## config.mk

```make
export PLATFORM = sky130hd
export DESIGN_NAME = gearbox_pix_pattern
export DESIGN_NICKNAME = d
export VERILOG_FILES = /design/src/rtl/gearbox_pkg.sv /design/src/rtl/gearbox_pix_pattern.sv
export SDC_FILE = /design/constraint.sdc
export NUM_CORES = 1
export LEC_CHECK = 0
export ABC_AREA = 1
export BUFFER_PORTS_ARGS = -buffer_cell sky130_fd_sc_hd__buf_2
export CAP_MARGIN = 25
export CORE_UTILIZATION = 33
export DETAILED_ROUTE_END_ITERATION = 8
export GPL_TIMING_DRIVEN = 1
export PLACE_DENSITY = 0.75
export SETUP_SLACK_MARGIN = 0.5
export SLEW_MARGIN = 20
export SYNTH_ARGS = -nofsm -noshare
export SYNTH_HDL_FRONTEND = slang
export SYNTH_SLANG_ARGS = --single-unit
```

## constraint.sdc

```tcl
create_clock -name clk_200m -period 1.1 [get_ports clk_200m]
set_input_delay 0.11 -clock clk_200m [delete_from_list [all_inputs] [get_ports clk_200m]]
set_output_delay 0.11 -clock clk_200m [all_outputs]
set_load 0.01 [all_outputs]
```

## src/rtl/gearbox_pkg.sv

```systemverilog
// Shared constants for the gearbox output checker: pixel pattern, phase sizing, FSM encoding.
package gearbox_pkg;

  localparam int unsigned PIX_W      = 24;
  localparam int unsigned PIX_PHASES = 4;
  localparam int unsigned PH_W       = 2;
  localparam int unsigned CNT_W      = 32;
  localparam int unsigned ERR_W      = 16;

  localparam logic [PIX_W-1:0] PIX_A = 24'hA2A1A0;
  localparam logic [PIX_W-1:0] PIX_B = 24'hB2B1B0;
  localparam logic [PIX_W-1:0] PIX_C = 24'hC2C1C0;
  localparam logic [PIX_W-1:0] PIX_D = 24'hD2D1D0;

  typedef enum logic [1:0] {
    ST_IDLE = 2'd0,
    ST_RUN  = 2'd1,
    ST_DONE = 2'd2
  } chk_state_e;

  // Expected pixel for a given pattern phase.
  function automatic logic [PIX_W-1:0] pat_pix(input logic [PH_W-1:0] ph);
    pat_pix = PIX_A;
    case (ph)
      2'd1:    pat_pix = PIX_B;
      2'd2:    pat_pix = PIX_C;
      2'd3:    pat_pix = PIX_D;
      default: pat_pix = PIX_A;
    endcase
  endfunction

endpackage

```

## src/rtl/gearbox_pix_pattern.sv

```systemverilog
// Pattern phase tracker: expected pixel for the current phase and which phase (if any) a pixel matches.
module gearbox_pix_pattern
  import gearbox_pkg::*;
#(
  parameter bit RESYNC = 1'b1
) (
  input  logic             clk_200m,
  input  logic             reset,
  input  logic             clr,
  input  logic             adv,
  input  logic             mismatch,
  input  logic [PIX_W-1:0] data,
  output logic [PIX_W-1:0] exp_pix,
  output logic [PH_W-1:0]  hit_k,
  output logic             hit_vld
);

  logic [PH_W-1:0] phase_q, phase_d;

  assign exp_pix = pat_pix(phase_q);

  // Pattern words are distinct, so at most one phase can hit.
  always_comb begin
    hit_k   = '0;
    hit_vld = 1'b0;
    for (int unsigned k = 0; k < PIX_PHASES; k++) begin
      if (data == pat_pix(PH_W'(k))) begin
        hit_k   = PH_W'(k);
        hit_vld = 1'b1;
      end
    end
  end

  always_comb begin
    phase_d = phase_q;
    if (adv) begin
      if (RESYNC && mismatch && hit_vld) phase_d = hit_k + PH_W'(1);
      else                                phase_d = phase_q + PH_W'(1);
    end
  end

  always_ff @(posedge clk_200m) begin
    if (!reset || clr) phase_q <= '0;
    else               phase_q <= phase_d;
  end

endmodule

```

==> results.yml <==
place:
  place_inst: 179
  place_area_um2: 773.2
  gp_congestion: 0.7694
  port_buffers: 40
  dp_hpwl_um: 1173
  pre_cts_ws_ns: -0.2231
timing:
  finalWorstSetupSlack_ns: -0.01510
  min_period_ns: 1.115
  rsz0062_at_grt: "true"
  timing.final.crit_share: 1.014
  setup_viol: 1
  slew_viol_final: 0
  finClkSkew_ns: 0.0007863
  hold_viol: 0
  max_freq_ghz: 0.8968
  tns_ns: -0.01510
yosys:
  synth.largest_area_cell: "buf_4"
  syn_area_um2: 628.1
  synth_area_leaders: "buf_4 25%, nand2_1 16%, inv_1 14%, nor2_1 11%, dfxtp_1 6.4%"
  netlist.area_leader.share: 0.2510
  synth-seq-cells: 2
  synth_common_cells: "27 x nand2_1, 24 x inv_1, 21 x buf_4"
  async_flop_share: 0
  synth-edff-count: 0
  synth_most_common_cell: "nand2_1"
  synth_cell_types: 17
  yosys_warnings: 0
  synth_ff_type: "dfxtp_1"
  netlist_instances: 122
  syn_avg_cell_area_um2: 5.148
  seq_area_frac_synth: 0.06375
pwr:
  ir_worst_vdd_mv: 0.2812
  total_leakage_power_nw: 0.5956
  powerDensity_nw_per_um2: 476.3
clock_tree:
  numCtsBuffers: 3
  cts_buffer_depth: 2
  cts_max_level: 1
  cts.sinks: 2
  clkTransAtPathRegs_ns: 0.03
  cts-root-buf: "clkbuf_4"
  cts_tree: "built"
  clock_latency_ns: 0.22
  cts_hold_buf: 0
setup_path:
  reg2reg_from: "phase_q[0]"
  crit_chain: "buf_6 > inv_2 > nand2_2 > nor2_2 > nand3_1 > nor2_1 > nand2_1 > nand2_4 > nand3_2 > nand2_2 > clkinv_2 > nand2_2 > nand3_2 > nand2_1 > inv_1"
  critPathArrivalTime_ns: 1.23
  crit_cells: 15
  crit_buf_inv: 4
  cpPeakStageDelay_ns: 0.11
  crit_family: "simple AND/OR/NAND/NOR gates"
  cp.required_ns: 1.21
  path_class: "input port to flop"
  crit_fanout: 3
  start_kind: "input port"
  cpMaxStageDelayCell: "nor2_2"
  r2r_cells: 8
  critPathCaptureType: "flop"
  cp-startpoint: "data[18]"
  cp_common_cell: "nand2_2"
floorplan:
  die_w_um: 45.63
  io_pins: 56
  die_h_um: 45.63
  die_area_um2: 2082
  initial_core_util: 0.3560
  rows: 15
  core_um2: 1764
layout:
  syn2layout_area_growth_pct: 56.97
  fin_cells: 184
  fillers: 192
  regMostFlops: "phase_q"
  biggestRegsByFlops: "phase_q x2"
  fin_util: 0.5589
  nets: 190
  final_area_um2: 985.9
  largest_reg_flops: 2
  antenna_cells: 0
  drive_gt1_frac: 0.5409
worst_hold_path:
  min_path_type: "input port to flop"
  hold_depth: 4
  holdCritStartpoint: "adv"
grt:
  grt_pass1_vias: 649
  grt_use_total: 0.1486
  overflow: 0
  grt_first_pass_wirelength_um: 2325
  antenna_found_initial: 0
  grt_max_degree: 7
detailed_routing:
  vias: 766
  vias_per_cell: 4.163
  ant_nets: 0
  drt_iter0_drc: 20
  wl_per_cell_um: 8.516
  dr.pass1.iters: 4
  wl_um: 1567
  drcViolationCount: 0
status:
  outcome: "finished with violations"
  violations: "negative setup slack"
flow_run:
  cap_violations: 0
[layout by cell type (no fill, tap or decap)]
master	instances
buf_4	2
nor2_1	11
inv_4	1
buf_6	21
nand2_2	10
o21ai_1	1
nand2_1	21
nand3_1	6
conb_1	15
a21oi_1	2
nor2_2	9
a21oi_2	1
clkinv_2	1
inv_1	17
nand3_2	2
o21ai_2	1
clkbuf_4	3
buf_2	21
nand2_4	2
dfxtp_4	2
nor2_4	2
inv_2	8
[per-layer routing]
metal	global-route usage	vias to the layer above	wire length, um
met5	0	-	0
met4	0.04848	0	8
met3	0.02778	2	128
met2	0.2629	37	844
met1	0.1773	339	585
li1	-	388	-
[tightest hold or removal path: stages]
cell and delay (ns):
buf_2 0.10, nand3_2 0.07, nand2_1 0.06, inv_1 0.04
[cell type report]
| cell class | count | area (um^2) | share of cell area |
|---|---|---|---|
| Sequential cell | 2 | 47.55 | 0.04822 |
| Multi-Input combinational cell | 83 | 422.9 | 0.4289 |
| Timing Repair Buffer | 44 | 356.6 | 0.3617 |
| Inverter | 27 | 105.1 | 0.1066 |
| Tap cell | 25 | 31.28 | 0.03173 |
| Clock buffer | 3 | 22.52 | 0.02284 |
[worst paths after layout]
kind | endpoint | slack (ns)
worst max-delay path | phase_q[1] | -0.02
worst min-delay path | phase_q[1] | 0.20
worst max register to register | phase_q[1] | 0.14
worst min register to register | phase_q[0] | 0.65
[stage by stage]
stage	power [mW]	hold WS (ns)
after floorplan	0.2291	0.2721
after global placement	0.2471	0.3962
after detailed placement	0.2540	0.4045
after CTS	0.4548	0.1676
after global routing	0.5157	0.2066
final	0.4696	0.2003
[power by group]
part / switching, mW / internal (mW)
logic: 0.118 / 0.112
registers: 0.00670 / 0.0741
clock network: 0.0387 / 0.120
[logic make-up (layout without fill, tap and decap cells)]
logic type / count (synthesis) / count (layout) / synth area share
buffers and inverters: 50 / 74 / 0.4263
other: 2 / 15 / 0.01196
AO/OA/AOI/OAI: 5 / 5 / 0.04580
flip-flops: 2 / 2 / 0.06375
AND/OR/NAND/NOR: 63 / 63 / 0.4522
[timing repair]
action | CTS | global route
setup endpoints to repair | 14 | 14
buffers inserted | 2 | 0
pin swaps | 12 | 14
gates resized for setup | 29 | 18
No activity file was read; power rests on OpenSTA's default activity.
